===== src/rtl/neuron_pkg.sv =====
`default_nettype none
// ============================================================================
// neuron_pkg: shared defaults, widths and FSM state encoding for the scheduler
// Revision: 1.0
// ============================================================================
package neuron_pkg;

  localparam int DEF_N_NEURONS = 4;
  localparam int DEF_N_STAGES  = 5;
  localparam int DEF_INPUTS    = 2 ** DEF_N_STAGES;
  localparam int DEF_U_W       = DEF_N_STAGES + 2;
  localparam int SHIFT_W       = 3;

  typedef logic [1:0] state_t;

  localparam state_t ST_IDLE = 2'd0;
  localparam state_t ST_EVAL = 2'd1;
  localparam state_t ST_DONE = 2'd2;

  function automatic int idx_width(input int n);
    return (n > 1) ? $clog2(n) : 1;
  endfunction

endpackage
`default_nettype wire


===== src/rtl/neuron_scheduler_if.sv =====
`default_nettype none
// ============================================================================
// neuron_scheduler_if: host-side weight-load, timestep and result signals
// Revision: 1.0
// ============================================================================
interface neuron_scheduler_if #(
  parameter int N_NEURONS = neuron_pkg::DEF_N_NEURONS,
  parameter int N_STAGES  = neuron_pkg::DEF_N_STAGES,
  localparam int INPUTS   = 2 ** N_STAGES,
  localparam int U_W      = N_STAGES + 2
);

  logic                 clr;
  logic                 cfg_valid;
  logic                 cfg_ready;
  logic [7:0]           cfg_data;
  logic                 step_valid;
  logic                 step_ready;
  logic [INPUTS-1:0]    step_x;
  logic [U_W-1:0]       cfg_minus_teta;
  logic [2:0]           cfg_shift;
  logic                 spike_valid;
  logic [N_NEURONS-1:0] spike_vec;
  logic                 busy;

  modport master (
    output clr, cfg_valid, cfg_data, step_valid, step_x, cfg_minus_teta, cfg_shift,
    input  cfg_ready, step_ready, spike_valid, spike_vec, busy
  );

  modport slave (
    input  clr, cfg_valid, cfg_data, step_valid, step_x, cfg_minus_teta, cfg_shift,
    output cfg_ready, step_ready, spike_valid, spike_vec, busy
  );

endinterface
`default_nettype wire


===== src/rtl/neuron_cfg_loader.sv =====
`default_nettype none
// ============================================================================
// neuron_cfg_loader: byte-serial weight loader, LSB byte / neuron 0 first
// Revision: 1.0
// ============================================================================
module neuron_cfg_loader
  import neuron_pkg::*;
#(
  parameter int N_NEURONS = DEF_N_NEURONS,
  parameter int W_BYTES   = 4,
  localparam int W_W      = 8 * W_BYTES,
  localparam int IDX_W    = idx_width(N_NEURONS),
  localparam int BYTE_W   = idx_width(W_BYTES)
) (
  input  logic             clk,
  input  logic             rst_n,
  input  logic             clr,
  input  logic             wr_en,
  input  logic [7:0]       wr_data,
  input  logic [IDX_W-1:0] rd_idx,
  output logic [W_W-1:0]   rd_weight
);

  // Byte counter kept as {word, byte} so non-power-of-two neuron counts wrap cleanly
  logic [BYTE_W-1:0] r_byte;
  logic [IDX_W-1:0]  r_word;
  logic [W_W-1:0]    w_weight [N_NEURONS];

  always_ff @(posedge clk or negedge rst_n) begin
    if (!rst_n) begin
      r_byte <= '0;
      r_word <= '0;
    end else if (clr) begin
      r_byte <= '0;
      r_word <= '0;
    end else if (wr_en) begin
      if (r_byte == BYTE_W'(W_BYTES - 1)) begin
        r_byte <= '0;
        r_word <= (r_word == IDX_W'(N_NEURONS - 1)) ? '0 : r_word + IDX_W'(1);
      end else begin
        r_byte <= r_byte + BYTE_W'(1);
      end
    end
  end

  for (genvar n = 0; n < N_NEURONS; n++) begin : g_word
    logic [W_BYTES-1:0][7:0] r_bytes;

    always_ff @(posedge clk or negedge rst_n) begin
      if (!rst_n) begin
        r_bytes <= '0;
      end else if (wr_en && (r_word == IDX_W'(n))) begin
        r_bytes[r_byte] <= wr_data;
      end
    end

    assign w_weight[n] = r_bytes;
  end

  assign rd_weight = w_weight[rd_idx];

endmodule
`default_nettype wire


===== src/rtl/neuron_scheduler.sv =====
`default_nettype none
// ============================================================================
// neuron_scheduler: time-multiplexes N_NEURONS virtual neurons onto one datapath
// Revision: 1.0
// ============================================================================
module neuron_scheduler
  import neuron_pkg::*;
#(
  parameter int N_NEURONS = DEF_N_NEURONS,
  parameter int N_STAGES  = DEF_N_STAGES,
  localparam int INPUTS   = 2 ** N_STAGES,
  localparam int U_W      = N_STAGES + 2,
  localparam int IDX_W    = idx_width(N_NEURONS)
) (
  input  logic               clk,
  input  logic               rst_n,
  neuron_scheduler_if.slave  host,
  output logic [INPUTS-1:0]  nrn_w,
  output logic [INPUTS-1:0]  nrn_x,
  output logic [U_W-1:0]     nrn_prev_u,
  output logic [U_W-1:0]     nrn_minus_teta,
  output logic [2:0]         nrn_shift,
  output logic               nrn_was_spike,
  input  logic [U_W-1:0]     nrn_u,
  input  logic               nrn_spike
);

  state_t               r_state;
  logic [IDX_W-1:0]     r_idx;
  logic [INPUTS-1:0]    r_x;
  logic [U_W-1:0]       r_minus_teta;
  logic [2:0]           r_shift;
  logic [U_W-1:0]       r_u_mem [N_NEURONS];
  logic [N_NEURONS-1:0] r_spk_mem;
  logic [N_NEURONS-1:0] r_spike_vec;

  logic              w_idle;
  logic              w_eval;
  logic              w_last;
  logic              w_cfg_fire;
  logic              w_step_fire;
  logic [INPUTS-1:0] w_weight;

  assign w_idle      = (r_state == ST_IDLE);
  assign w_eval      = (r_state == ST_EVAL);
  assign w_last      = (r_idx == IDX_W'(N_NEURONS - 1));
  assign w_cfg_fire  = host.cfg_valid & w_idle;
  assign w_step_fire = host.step_valid & host.step_ready;

  // Weight bytes take priority over a step request presented in the same cycle
  assign host.cfg_ready   = w_idle;
  assign host.step_ready  = w_idle & ~host.cfg_valid & ~host.clr;
  assign host.spike_valid = (r_state == ST_DONE) & ~host.clr;
  assign host.spike_vec   = r_spike_vec;
  assign host.busy        = ~w_idle;

  neuron_cfg_loader #(
    .N_NEURONS (N_NEURONS),
    .W_BYTES   (INPUTS / 8)
  ) u_cfg_loader (
    .clk       (clk),
    .rst_n     (rst_n),
    .clr       (host.clr),
    .wr_en     (w_cfg_fire),
    .wr_data   (host.cfg_data),
    .rd_idx    (r_idx),
    .rd_weight (w_weight)
  );

  always_ff @(posedge clk or negedge rst_n) begin
    if (!rst_n) begin
      r_state      <= ST_IDLE;
      r_idx        <= '0;
      r_x          <= '0;
      r_minus_teta <= '0;
      r_shift      <= '0;
    end else if (host.clr) begin
      r_state <= ST_IDLE;
      r_idx   <= '0;
    end else begin
      case (r_state)
        ST_IDLE: begin
          if (w_step_fire) begin
            r_x          <= host.step_x;
            r_minus_teta <= host.cfg_minus_teta;
            r_shift      <= host.cfg_shift;
            r_idx        <= '0;
            r_state      <= ST_EVAL;
          end
        end
        ST_EVAL: begin
          if (w_last) begin
            r_idx   <= '0;
            r_state <= ST_DONE;
          end else begin
            r_idx <= r_idx + IDX_W'(1);
          end
        end
        ST_DONE: r_state <= ST_IDLE;
        default: r_state <= ST_IDLE;
      endcase
    end
  end

  // Membrane values are stored exactly as the datapath returns them
  always_ff @(posedge clk or negedge rst_n) begin
    if (!rst_n) begin
      for (int n = 0; n < N_NEURONS; n++) r_u_mem[n] <= '0;
      r_spk_mem   <= '0;
      r_spike_vec <= '0;
    end else if (host.clr) begin
      for (int n = 0; n < N_NEURONS; n++) r_u_mem[n] <= '0;
      r_spk_mem   <= '0;
      r_spike_vec <= '0;
    end else if (w_eval) begin
      r_u_mem[r_idx]     <= nrn_u;
      r_spk_mem[r_idx]   <= nrn_spike;
      r_spike_vec[r_idx] <= nrn_spike;
    end
  end

  always_comb begin
    nrn_w          = '0;
    nrn_x          = '0;
    nrn_prev_u     = '0;
    nrn_minus_teta = '0;
    nrn_shift      = '0;
    nrn_was_spike  = 1'b0;
    if (w_eval) begin
      nrn_w          = w_weight;
      nrn_x          = r_x;
      nrn_prev_u     = r_u_mem[r_idx];
      nrn_minus_teta = r_minus_teta;
      nrn_shift      = r_shift;
      nrn_was_spike  = r_spk_mem[r_idx];
    end
  end

endmodule
`default_nettype wire


===== src/flat_wrapper.sv =====
// flat-port wrapper written by rule: the top's interface ports become plain ports
module neuron_scheduler_flat import neuron_pkg::*;
#(
  parameter int N_NEURONS = DEF_N_NEURONS,
  parameter int N_STAGES  = DEF_N_STAGES,
  localparam int INPUTS   = 2 ** N_STAGES,
  localparam int U_W      = N_STAGES + 2,
  localparam int IDX_W    = idx_width(N_NEURONS)
)
  (clk, rst_n, nrn_w, nrn_x, nrn_prev_u, nrn_minus_teta, nrn_shift, nrn_was_spike, nrn_u, nrn_spike, host_clr, host_cfg_valid, host_cfg_data, host_step_valid, host_step_x, host_cfg_minus_teta, host_cfg_shift, host_cfg_ready, host_step_ready, host_spike_valid, host_spike_vec, host_busy);
  neuron_scheduler_if #(.N_NEURONS(N_NEURONS), .N_STAGES(N_STAGES)) host_i ();
  input  logic clk;
  input  logic rst_n;
  output logic [INPUTS-1:0] nrn_w;
  output logic [INPUTS-1:0] nrn_x;
  output logic [U_W-1:0] nrn_prev_u;
  output logic [U_W-1:0] nrn_minus_teta;
  output logic [2:0] nrn_shift;
  output logic nrn_was_spike;
  input  logic [U_W-1:0] nrn_u;
  input  logic nrn_spike;
  input wire logic [$bits(host_i.clr)-1:0] host_clr;
  input wire logic [$bits(host_i.cfg_valid)-1:0] host_cfg_valid;
  input wire logic [$bits(host_i.cfg_data)-1:0] host_cfg_data;
  input wire logic [$bits(host_i.step_valid)-1:0] host_step_valid;
  input wire logic [$bits(host_i.step_x)-1:0] host_step_x;
  input wire logic [$bits(host_i.cfg_minus_teta)-1:0] host_cfg_minus_teta;
  input wire logic [$bits(host_i.cfg_shift)-1:0] host_cfg_shift;
  output wire logic [$bits(host_i.cfg_ready)-1:0] host_cfg_ready;
  output wire logic [$bits(host_i.step_ready)-1:0] host_step_ready;
  output wire logic [$bits(host_i.spike_valid)-1:0] host_spike_valid;
  output wire logic [$bits(host_i.spike_vec)-1:0] host_spike_vec;
  output wire logic [$bits(host_i.busy)-1:0] host_busy;
  assign host_i.clr = host_clr;
  assign host_i.cfg_valid = host_cfg_valid;
  assign host_i.cfg_data = host_cfg_data;
  assign host_i.step_valid = host_step_valid;
  assign host_i.step_x = host_step_x;
  assign host_i.cfg_minus_teta = host_cfg_minus_teta;
  assign host_i.cfg_shift = host_cfg_shift;
  assign host_cfg_ready = host_i.cfg_ready;
  assign host_step_ready = host_i.step_ready;
  assign host_spike_valid = host_i.spike_valid;
  assign host_spike_vec = host_i.spike_vec;
  assign host_busy = host_i.busy;
  neuron_scheduler #(.N_NEURONS(N_NEURONS), .N_STAGES(N_STAGES)) u_core (.clk(clk), .rst_n(rst_n), .host(host_i), .nrn_w(nrn_w), .nrn_x(nrn_x), .nrn_prev_u(nrn_prev_u), .nrn_minus_teta(nrn_minus_teta), .nrn_shift(nrn_shift), .nrn_was_spike(nrn_was_spike), .nrn_u(nrn_u), .nrn_spike(nrn_spike));
endmodule

===== config.mk =====
export PLATFORM = sky130hd
export DESIGN_NAME = neuron_scheduler_flat
export DESIGN_NICKNAME = d
export VERILOG_FILES = /design/src/rtl/neuron_pkg.sv /design/src/rtl/neuron_scheduler_if.sv /design/src/rtl/neuron_cfg_loader.sv /design/src/rtl/neuron_scheduler.sv /design/src/flat_wrapper.sv
export SDC_FILE = /design/constraint.sdc
export NUM_CORES = 1
export LEC_CHECK = 0
export ABC_AREA = 0
export CELL_PAD_IN_SITES_DETAIL_PLACEMENT = 1
export CELL_PAD_IN_SITES_GLOBAL_PLACEMENT = 2
export CORE_MARGIN = 5
export CORE_UTILIZATION = 30
export DETAILED_ROUTE_END_ITERATION = 7
export GPL_TIMING_DRIVEN = 0
export PLACE_DENSITY_LB_ADDON = 0.1
export SLEW_MARGIN = 20
export SYNTH_ARGS = -nofsm -noshare
export SYNTH_HDL_FRONTEND = slang
export SYNTH_SLANG_ARGS = --single-unit
export TNS_END_PERCENT = 1

===== constraint.sdc =====
create_clock -name clk -period 2.06 [get_ports clk]
set_input_delay 0.412 -clock clk [delete_from_list [all_inputs] [get_ports clk]]
set_output_delay 0.412 -clock clk [all_outputs]
set_load 0.05 [all_outputs]

=== Yosys cells after proc, flatten, opt, wreduce, memory -nomap -nowiden ===
Index checks and enable logic that the tools add are counted.

* Bitwise operators: 9
* Add/subtract/negate cells: 3
* $lt $le $gt $ge: 6
* Equality and inequality tests: 9
* Muxes and demuxes: 48
* Reductions and logical operators: 17

{| class="wikitable"
|+ Operators with widths
! cell !! number
|-
| 32-bit bitwise mux || 4
|-
| 32-bit two-way mux || 4
|-
| 32-bit binary-select mux with 2-bit select || 1
|-
| 28-bit two-way mux || 2
|-
| 7-bit two-way mux || 5
|-
| 28-bit bitwise mux || 1
|-
| 2-bit two-way mux || 13
|-
| 8-bit demux with 2-bit select || 1
|-
| 4-bit two-way mux || 4
|-
| 7-bit binary-select mux with 2-bit select || 1
|-
| 7-bit demux with 2-bit select || 1
|-
| 2-bit == test (second input constant) || 5
|-
| 4-bit bitwise mux || 2
|-
| 8-bit two-way mux || 1
|-
| 2-bit one-hot mux with 2 select lines || 2
|-
| 1-bit logical AND || 7
|-
| 2-bit by 1-bit adder with 2-bit output (second input constant) || 3
|-
| 2-bit by 3-bit < comparator with 1-bit output (second input constant) || 2
|-
| 3-bit != test (second input constant) || 2
|-
| 2-bit AND reduction || 3
|-
| 2-bit nonzero test || 3
|-
| 1-bit AND || 5
|-
| 2-bit by 1-bit == test with 1-bit output (second input constant) || 2
|-
| 2-bit by 1-bit greater-or-equal comparator with 1-bit output (second input constant) || 2
|-
| 11 further kinds || 16
|}

* Bits of input ports: 63
* Output and inout bits: 90
* Register bits: 214

=== Logic depth before layout (Yosys ltp) ===
Gate-level depths: netlist of run 1.

* Depth in word-level cells: 8
* Gate-level depth with buffers: 8
* Gate-level depth less buffers: 5

=== Modules after synthesis ===
A second synthesis of run 1 with hierarchy kept.

* Cell total of the unflattened synthesis: 718
* Area total of the unflattened synthesis: 10168.5 um2

{| class="wikitable"
|+ Modules (own cells, without submodules)
! module !! instances !! cells each !! sequential area each (um2) !! area each (um2)
|-
| neuron_cfg_loader || 1 || 353 || 3303.2 || 6090.8
|-
| neuron_scheduler || 1 || 365 || 1951.9 || 4077.7
|}

=== Least setup slack after synthesis of run 1 ===
OpenSTA, ideal clock, no wires.

* Path kind: register -> output
* From: register u_core.r_state[1]
* To: output host_spike_valid
* Required time: 1.648 ns
* Path buffers: 1
* Path slack: -0.213 ns
* Data arrival time: 1.861 ns
* Stages on the path, launching flop included: 3
* Path through: dfrtp_1 clkbuf_1 nor3b_1

* Word-level cells in the longest chain between the ends: 2

{| class="wikitable"
|+ RTL lines
! what !! line !! source
|-
| start, declared || neuron_scheduler.sv:28 || <nowiki>state_t r_state;</nowiki>
|-
| start signal, assigned || neuron_scheduler.sv:72 || <nowiki>r_state <= ST_IDLE;</nowiki>
|-
| start signal, assigned || neuron_scheduler.sv:78 || <nowiki>r_state <= ST_IDLE;</nowiki>
|-
| start signal, assigned || neuron_scheduler.sv:88 || <nowiki>r_state <= ST_EVAL;</nowiki>
|-
| 2-bit == test || neuron_scheduler.sv:53 || <nowiki>assign host.spike_valid = (r_state == ST_DONE) & ~host.clr;</nowiki>
|-
| 1-bit AND || neuron_scheduler.sv:53 ||
|-
| end, declared || flat_wrapper.sv:31 || <nowiki>output wire logic [$bits(host_i.spike_valid)-1:0] host_spike_valid;</nowiki>
|}

Every way passes these cells.

=== Worst setup path after layout of run 1 ===
* From: register u_core.r_idx[0]
* To: output nrn_w[19]

* Word-level cells in the longest chain between the ends: 5

{| class="wikitable"
|+ RTL lines
! what !! line !! source
|-
| start, declared || neuron_scheduler.sv:29 || <nowiki>logic [IDX_W-1:0] r_idx;</nowiki>
|-
| start signal, assigned || neuron_scheduler.sv:96 || <nowiki>r_idx <= r_idx + IDX_W'(1);</nowiki>
|-
| 2-bit NOT with 3-bit output (not written as such) || neuron_cfg_loader.sv:60 || <nowiki>assign rd_weight = w_weight[rd_idx];</nowiki>
|-
| 32-bit binary-select mux with 2-bit select || neuron_cfg_loader.sv:60 ||
|-
| 32-bit two-way mux (not written as such) (2 in series) || neuron_cfg_loader.sv:60 ||
|-
| 32-bit two-way mux || neuron_scheduler.sv:129 || <nowiki>if (w_eval) begin</nowiki>
|-
| end, declared || flat_wrapper.sv:14 || <nowiki>output logic [INPUTS-1:0] nrn_w;</nowiki>
|}

Every way passes these cells. The select of a mux whose other input is x is not followed.

==> summary.md, run 1 <==
| Metric | Value |
|---|---|
| Largest net degree at the start of global routing | 101 |
| Die W | 190 um |
| CP max FO | 5 |
| P&R area growth vs syn | 38.3% |
| Cells after Synth | 718 |
| Register area share after synthesis | 53.8% |
| FF-to-FF path depth | 8 |
| Row count | 66 |
| Number of DRC markers in iteration 0 | 324 |
| Maximum clock rate | 390 MHz |
| Final setup viols | 83 |
| Drt wl/cell | 22.4 um |
| Final core utilization | 41.7% |
| Yosys top cell by area | dfrtp_1 |
| Yosys warns | 0 |
| Syn_nets | 793 |
| Worst-Margin Slew | 0.631 ns |
| Input/output buffers | 151 |
| Failing checks | setup timing |
| Fin crit share | 124% |
| Clock buffer depth | 3 |
| Gr ovfl total | 0 |
| CP Launch Type | register |
| First-pass GRT wire length | 47,200 um |
| Hold WS | 0.378 ns |
| Critical path's top delay family | multiplexers |
| Share of layout cells above drive strength 1 | 51.4% |
| Final Critical Period | 2.56 ns |
| Number of synthesized register bits | 210 |
| Starting Density | 30.2% |
| Residual DRC | 0 |
| Library cells used by synthesis | 24 |
| Worst skew pair latency | 0.53 ns |
| Initial antenna violation count | 0 |
| Vias | 6,561 |
| Crit path required time | 1.65 ns |
| CTS tree | done |
| Full die area | 0.0363 sq mm |
| Reg clk slew, reported paths | 0.06 ns |
| WP buf/inv | 3 |
| Vias in the first global route | 7,681 |
| Final WL | 30,700 um |
| Die Y | 190 um |
| Main area contributors after synthesis | dfrtp_1 (54%), mux2_2 (20%), mux4_2 (9.2%) |
| H-Tree Depth | 1 |
| Reg-to-reg slack, setup | 0.02 ns |
| Pins Over Slew Limit | 0 |
| Gpl congestion | 0.751 |
| CP cell instances | buf_12 > buf_16 > mux4_2 > and2_4 > buf_8 |
| Via density | 4.78 |
| Unrepaired setup endpoints after global routing | yes |
| Leakage Power | 6.10 nW |
| Inserted Clock Buffers | 26 |
| FF-to-FF Start | u_core.r_idx[0] |
| Syn Area/Cell | 13.6 sq um |
| HP Class | input port to asynchronous set/reset pin |
| Critical path class | register to primary output |
| Peak ir drop on the vdd network | 0.000517 V |
| Post-synthesis instance area | 0.00977 sq mm |
| Worst path slowest cell | mux4_2 |
| Crit path capture type | primary output |
| CTS Sinks | 210 |
| Clock skew | 0.00903 ns |
| Reg2reg end | u_core.r_u_mem[23] |
| Yosys top cell area share | 53.8% |
| Post-route ant nets | 0 |
| Status | finished with violations |
| Most frequent cells in the layout | dfrtp_1 (207), mux2_2 (171), buf_6 (86), and2_4 (64), clkdlybuf4s50_1 (60) |
| Core area | 0.0324 sq mm |
| Total I/O pin count | 153 |
| Most common cell after layout, fill and taps aside | dfrtp_1 |
| Final setup margin | -0.502 ns |
| Max transition margin | 58.0% |
| Final nets | 987 |
| DPL Wire Length | 20,900 um |
| PD cells | 859 mW/mm^2 |
| Gr usage total | 16.9% |
| Root buffer selected by CTS | clkbuf_16 |
| MaxCap Viol Count | 0 |
| Drt first pass iters | 4 |
| Antenna Cells | 0 |
| Crit path DAT | 2.15 ns |
| Final Hold Viols | 0 |
| CP peak stage delay | 0.54 ns |
-- power by group --
group | internal, W | switching, W | total (W)
Combinational | 0.00118 | 0.00115 | 0.00233
Sequential | 0.00455 | 0.000214 | 0.00477
Clock | 0.00275 | 0.00177 | 0.00452
Total | 0.00848 | 0.00313 | 0.0116
-- through the flow --
step,setup TNS (ns),setup WS (ns),instance area (sq um),std cells,power (W)
CTS,-35.67,-0.547,13100,1363,0.0117
global placement,-1854.78,-8.32,11800,1311,0.00682
finish,-32.37,-0.502,13500,1372,0.0116
detailed placement,-125.26,-1.32,11900,1313,0.00692
global route,-38.99,-0.554,13500,1372,0.0122
floorplan,-2.78,-0.110,9780,718,0.00609
-- state kept, by name, summed over array words and instances, names as in the netlist --
| signal | flops |
|---|---|
| u_core.host.spike_vec | 4 |
| u_core.r_idx | 2 |
| u_core.r_minus_teta | 7 |
| u_core.r_shift | 3 |
| u_core.r_state | 2 |
| u_core.r_u_mem | 28 |
| u_core.r_x | 32 |
| u_core.u_cfg_loader.g_word.r_bytes | 128 |
| u_core.u_cfg_loader.r_byte | 2 |
| u_core.u_cfg_loader.r_word | 2 |
-- cell families (layout without fill, tap and decap cells) --
family	count (synthesis)	count (layout)	synth area share, %
XOR/XNOR	1	1	0.0896
flip-flops	210	210	53.8
multiplexers	214	214	29.2
AND/OR/NAND/NOR	187	187	10.9
adder cells (fa/ha/maj)	12	12	1.54
AO/OA/AOI/OAI	36	36	1.92
buffers and inverters	58	270	2.51
-- final cells by class --
cell class | instances | area, sq um
Clock buffer | 38 | 787
Clock inverter | 8 | 65.1
Multi-Input combinational cell | 450 | 4450
Tap cell | 442 | 553
Timing Repair Buffer | 166 | 1870
Sequential cell | 210 | 5260
Fill cell | 3349 | 18900
Inverter | 8 | 30.0
Buffer | 50 | 493
-- cells in the mapped netlist --
master      n
dfrtp_1   210
mux2_2    171
and2_1     82
mux4_2     40
nand2_1    35
a21oi_1    34
clkbuf_1   34
nand3_1    32
nand2_2    16
buf_2      13
ha_1       12
inv_1       8
nor2_1      8
and4bb_2    4
nand3b_1    4
buf_4       3
mux2i_1     3
a32oi_1     2
nor3b_1     2
nand2b_1    1
nor2b_1     1
nor3_1      1
nor4_4      1
xnor2_1     1
-- layer usage --
layer,wire (um),share of wire (%),vias up,track usage [%]
met1,13200,43,3414,22.0
met5,0,0,-,0
met3,1960,6.4,45,4.65
met4,594,1.9,0,3.81
li1,-,-,2937,-
met2,15000,49,165,28.4
-- worst register-to-register path, stage by stage, from the launching register on --
cell and delay (ns):
dfrtp_2 0.45, buf_12 0.17, buf_12 0.15, inv_1 0.09
ha_1 0.18, buf_6 0.16, nand3b_1 0.41, nand2_1 0.21
a21oi_1 0.08
-- what timing repair did --
action                     in CTS  in global routing
setup buffers                   2                  6
pin swaps                       3                 25
hold buffers                    1                  0
resized for setup             675                 94
setup endpoints to repair     115                110
gates cloned                    1                  3
hold endpoints to repair       41                  0
-- worst max-delay path by stage --
stage                   endpoint  cells after the start  slack (ns)              start
5_1_grt                nrn_w[19]                      5       -0.55    u_core.r_idx[0]
3_3_place_gp   u_core.r_shift[1]                      1       -8.32              rst_n
2_1_floorplan          host_busy                      3       -0.11  u_core.r_state[1]
3_5_place_dp           nrn_w[30]                      5       -1.32    u_core.r_idx[1]
4_1_cts                nrn_w[26]                      5       -0.55    u_core.r_idx[0]
6_report               nrn_w[19]                      5       -0.50    u_core.r_idx[0]
No activity file was read; power rests on OpenSTA's default activity.
==> run 2, diff against run 1 <==
--- a/config.mk
+++ b/config.mk
@@ -12,8 +12,8 @@
 export CORE_UTILIZATION = 30
 export DETAILED_ROUTE_END_ITERATION = 7
 export GPL_TIMING_DRIVEN = 0
+export MAX_ROUTING_LAYER = met4
 export PLACE_DENSITY_LB_ADDON = 0.1
-export SLEW_MARGIN = 20
 export SYNTH_ARGS = -nofsm -noshare
 export SYNTH_HDL_FRONTEND = slang
 export SYNTH_SLANG_ARGS = --single-unit
==> run 2 against run 1 <==
The flow still finishes with violations (setup timing). Power down 0.79%. Core utilization shrank 0.20 points. Combinational power is essentially flat. Die area did not move. Worst hold slack improved by 0.12 ns. Global-route usage increased by 0.57 points. Critical path depth is 1 higher. Sequential cell count did not move. Worst setup slack worse by 0.039 ns.
==> summary.md, run 2 (synthesis results as in run 1) <==
| Metric | Value |
|---|---|
| P&R area growth vs syn | 37.6% |
| Vias | 6,651 (+1.4%) |
| First-pass GRT wire length | 47,300 um (+0.34%) |
| Row count | 66 (unchanged) |
| Final Critical Period | 2.60 ns (+0.0389 ns) |
| Critical path class | register to primary output |
| HP Class | input port to register |
| Starting Density | 30.2% (unchanged) |
| Worst skew pair latency | 0.53 ns (about the same) |
| Drt wl/cell | 22.4 um (about the same) |
| H-Tree Depth | 1 (unchanged) |
| Fin crit share | 126% (+1.9 points) |
| Filler cells | 3,346 (-0.090%) |
| Final setup margin | -0.541 ns (-0.0389 ns) |
| Most common cell after layout, fill and taps aside | dfrtp_1 |
| Worst Setup SP | u_core.r_idx[0] |
| Input/output buffers | 151 (unchanged) |
| Clock skew | 0.0103 ns (+0.00123 ns) |
| Reg clk slew, reported paths | 0.06 ns (about the same) |
| Crit path required time | 1.65 ns (about the same) |
| Status | finished with violations |
| DPL Wire Length | 20,800 um (-0.72%) |
| Total I/O pin count | 153 (unchanged) |
| Root buffer selected by CTS | clkbuf_16 |
| Gpl congestion | 0.763 (+1.6%) |
| Largest net degree at the start of global routing | 109 (+7.9%) |
| Vias in the first global route | 7,718 (+0.48%) |
| Inserted Clock Buffers | 26 (unchanged) |
| Crit path capture type | primary output |
| Worst Min Path Start | host_step_x[13] |
| Pins Over Slew Limit | 0 (unchanged) |
| CTS Sinks | 210 (unchanged) |
| Max transition margin | 42.5% (-15 points) |
| CTS tree | done |
| Final Hold Viols | 0 (unchanged) |
| PD cells | 857 mW/mm^2 (-0.30%) |
| Hold WS | 0.493 ns (+0.115 ns) |
| Seq. cell area | 0.00526 sq mm (about the same) |
| CP Launch Type | register |
| Via density | 4.86 (+1.6%) |
| Reg-to-reg slack, setup | 0.02 ns (about the same) |
| Gr ovfl total | 0 (unchanged) |
| Die W | 190 um (unchanged) |
| Worst-Margin Slew | 0.863 ns (+0.232 ns) |
| Biggest regs | u_core.u_cfg_loader.g_word.r_bytes: 128 flops, u_core.r_x: 32 flops, u_core.r_u_mem: 28 flops |
| Core area | 0.0324 sq mm (unchanged) |
| Number of DRC markers in iteration 0 | 260 (-20%) |
| Antenna Cells | 0 (unchanged) |
| CP max FO | 8 (+3) |
| Top reg by flops | u_core.u_cfg_loader.g_word.r_bytes |
| FF-to-FF Start | u_core.r_idx[1] |
| Most frequent cells in the layout | dfrtp_1 (208), mux2_2 (171), buf_6 (69), clkdlybuf4s50_1 (60), and2_1 (51) |
| Initial antenna violation count | 2 (+2) |
| Crit path DAT | 2.19 ns (+0.04 ns) |
| Failing checks | setup timing |
| Final WL | 30,600 um (-0.19%) |
| Peak ir drop on the vdd network | 0.000547 V (+5.9%) |
| Multi-input gate area | 0.00437 sq mm (-1.7%) |
| Post-route setup TNS | -27.48 ns (+4.89 ns) |
| Gr usage total | 17.5% (+0.57 points) |
| Maximum clock rate | 384 MHz (-1.5%) |
| Unrepaired setup endpoints after global routing | yes |
| Drt first pass iters | 4 (unchanged) |
| Leakage Power | 6.03 nW (-1.2%) |
| Clock buffer depth | 3 (unchanged) |
| Die Y | 190 um (unchanged) |
| Final setup viols | 83 (unchanged) |
| Full die area | 0.0363 sq mm (unchanged) |
| Share of layout cells above drive strength 1 | 47.2% (-4.1 points) |
| Residual DRC | 0 (unchanged) |
| Max reg flops | 128 (unchanged) |
| Post-route ant nets | 0 (unchanged) |
| Final nets | 984 (-0.30%) |
| MaxCap Viol Count | 0 (unchanged) |
==> run 2: changes by cell type in the layout (fill, tap and decap cells not counted), moves of 3 or more <==
| cell | change |
|---|---|
| and2_1 | +33 |
| and2_4 | -33 |
| buf_12 | +5 |
| buf_6 | -17 |
| buf_8 | +14 |
| clkbuf_1 | +4 |
| clkbuf_16 | -3 |
| clkinv_2 | -5 |
==> run 2: final timing paths <==
path                            depth (start not counted)                                       end
worst max-delay path                                    6                                 nrn_w[30]
worst min-delay path                                    2                            u_core.r_x[13]
worst max register to register                          8                        u_core.r_u_mem[24]
worst min register to register                          1                            u_core.r_x[10]
max in group asynchronous                               3                            u_core.r_x[18]
min in group asynchronous                               2  u_core.u_cfg_loader.g_word[0].r_bytes[8]
==> run 2: what timing repair did <==
| action | 4_1_cts | 5_1_grt |
|---|---|---|
| pin swaps | 16 | 17 |
| hold buffers | 1 | 0 |
| endpoints found under the hold margin | 84 | 0 |
| setup endpoints to repair | 115 | 109 |
| buffers inserted | 6 | 1 |
| gates resized for setup | 675 | 73 |
| gates cloned | 3 | 0 |
==> run 2: report_power, final <==
part           leakage, nW  switching [W]  internal, W
clock                0.415        0.00175      0.00271
sequential            2.79       0.000203      0.00455
combinational         2.83        0.00115      0.00116
==> run 2: critical path, cell delays in order, from the launching register on <==
cell and delay (ns):
dfrtp_1 0.40, buf_12 0.19, buf_12 0.12, buf_16 0.12
mux4_2 0.51, and2_4 0.17, buf_8 0.15
==> run 2: final cells by class <==
| class | instances | share of cell area [%] |
|---|---|---|
| Sequential cell | 210 | 39.1 |
| Multi-Input combinational cell | 450 | 32.5 |
| Timing Repair Buffer | 163 | 14.2 |
| Clock buffer | 44 | 6.17 |
| Tap cell | 442 | 4.11 |
| Buffer | 50 | 3.62 |
| Inverter | 8 | 0.223 |
| Clock inverter | 2 | 0.0744 |
==> run 2: metrics by stage <==
stage	power [W]	instance area, sq um	setup slack (ns)	util, %	cells
after floorplan	0.00609	9780	-0.110	-	718
after global placement	0.00682	11800	-8.32	36.6	1311
after detailed placement	0.00691	11900	-1.35	36.7	1312
after CTS	0.0116	13200	-0.540	40.8	1368
after global routing	0.0121	13400	-0.589	41.5	1369
final	0.0115	13400	-0.541	41.5	1369
==> run 2: layer usage <==
layer | vias up | wire length (um) | track usage, %
met5 | - | 0 | -
met4 | 0 | 726 | 4.14
met3 | 56 | 1940 | 4.78
met2 | 170 | 15100 | 28.8
met1 | 3497 | 12800 | 21.6
li1 | 2928 | - | -
==> edit: new RTL, config.mk and constraints of run 2 <==
The package constant `DEF_N_NEURONS` goes from 4 to 2.
--- a/src/rtl/neuron_pkg.sv
+++ b/src/rtl/neuron_pkg.sv
@@ -7,3 +7,3 @@
 
-  localparam int DEF_N_NEURONS = 4;
+  localparam int DEF_N_NEURONS = 2;
   localparam int DEF_N_STAGES  = 5;
Ports: changed (resized host_spike_vec); port bits go from 153 to 151. The function was not compared with the original's and may differ.
==> edit against run 2 <==
  * The run still ends with setup timing left
  * Routed wire length is 41% lower
  * Synthesized area is 39% lower
  * First-iteration DRC count decreased by 77%
  * Final area decreased by 31%
  * Setup slack better by 0.46 ns
  * Power shrank 25%
  * Sequential cell count is 82 lower
  * Clock skew fell by 0.0036 ns
  * Critical path type unchanged
  * Largest cell class unchanged
==> edit: results (changes against run 2) <==
routability cong.: 0.770 (+0.97%)
Synth-to-Final Area Change: 56.2%
reg2reg end: u_core.r_x[13]
Die ar.: 22,700 sq um (-37%)
NonClk Buf Share: 0.232 (+0.0542)
Worst VDD drop: 0.000693 V (+26%)
port buffer count: 148 (-2.0%)
worst skew pair latency: 0.42 ns (-0.11 ns)
Fill cells: 2,001 (-40%)
Total GRT Usage: 0.171 (-0.00374)
critical path startpoint: u_core.r_state[1]
Reg2Reg Depth: 6 (-2)
non-clock inverter count in the final layout: 5 (-3)
Num CTS Buffers: 17 (-35%)
vias in the first global route: 5,005 (-35%)
met1 Use GR: 0.201 (-0.0154)
GR Util met2: 0.279 (-0.00903)
Rel. slew slack: 0.499 (+0.0740)
first-pass GRT wire length: 28.2 mm (-40%)
largest registers: u_core.u_cfg_loader.g_word.r_bytes x64, u_core.r_x x32, u_core.r_u_mem x14
Adder-Cell Fraction of Synth Area: 0.00843 (-0.00693)
Reg2Reg Launch Point: u_core.r_state[0]
drt total wl: 18.1 mm (-41%)
Syn Nets: 543 (-32%)
Seq/Total Area, Yosys: 0.540 (+0.00174)
XOR/XNOR Fraction of Synth Area: 0.00295 (+0.00205)
number of non-clock buffers in the layout: 191 (-10%)
post-placement cell count: 890 (-32%)
Finish-stage setup viols: 74 (-11%)
H-Tree Depth: 4 (+3)
hold endpoint: u_core.r_state[0]
dpl cell area: 7800 sq um (-34%)
WL met2: 9.06 mm (-40%)
nets: 723 (-27%)
Sink Count: 128 (-39%)
syn_area_per_cell: 12.5 sq um (-8.4%)
status: complete, but fails checks
Synth area leaders: dfrtp_1 54%, mux2_2 19%, mux2i_1 6.9%
failing checks: setup timing
Hold Slack: 0.415 ns (-0.0778 ns)
initial antenna violation count: 0 (-2)
vias per cell: 4.61 (-5.1%)
routed via count: 4,308 (-35%)
Leak: 4.11 nW (-32%)
Netlist cell types: 32 (+33%)
area of the multi-input gates: 2940 sq um (-33%)
Reg area: 3200 sq um (-39%)
Final Skew: 0.00666 ns (-0.00360 ns)
Final Worst Setup Slack: -0.0761 ns (+0.465 ns)
edit: cell count changes in the layout (fill, tap and decap cells not counted), moves of 18 or more:
cell,change
nor2_2,+18
nand3_1,-24
mux2_2,-101
dfrtp_1,-81
mux4_2,-40
nand2_1,-19
mux2i_1,+27
mux2_4,+35
clkbuf_1,-22
and2_1,-34
edit: worst register-to-register path: stages (launching register included):
cell	delay, ns
dfrtp_1	0.39
buf_6	0.14
buf_4	0.15
buf_6	0.12
nor4b_4	0.52
buf_6	0.27
mux2_2	0.35
edit: report_power, final:
part / switching (W) / internal, W
clock network: 0.00116 / 0.00200
registers: 0.000268 / 0.00299
logic: 0.00112 / 0.00115
total: 0.00255 / 0.00614
edit: cells by family after synthesis:
family	Yosys count
mux	147
fa+ha+maj	4
xor+xnor	2
flops	128
simple gates	133
compound gates	27
buf+inv	35
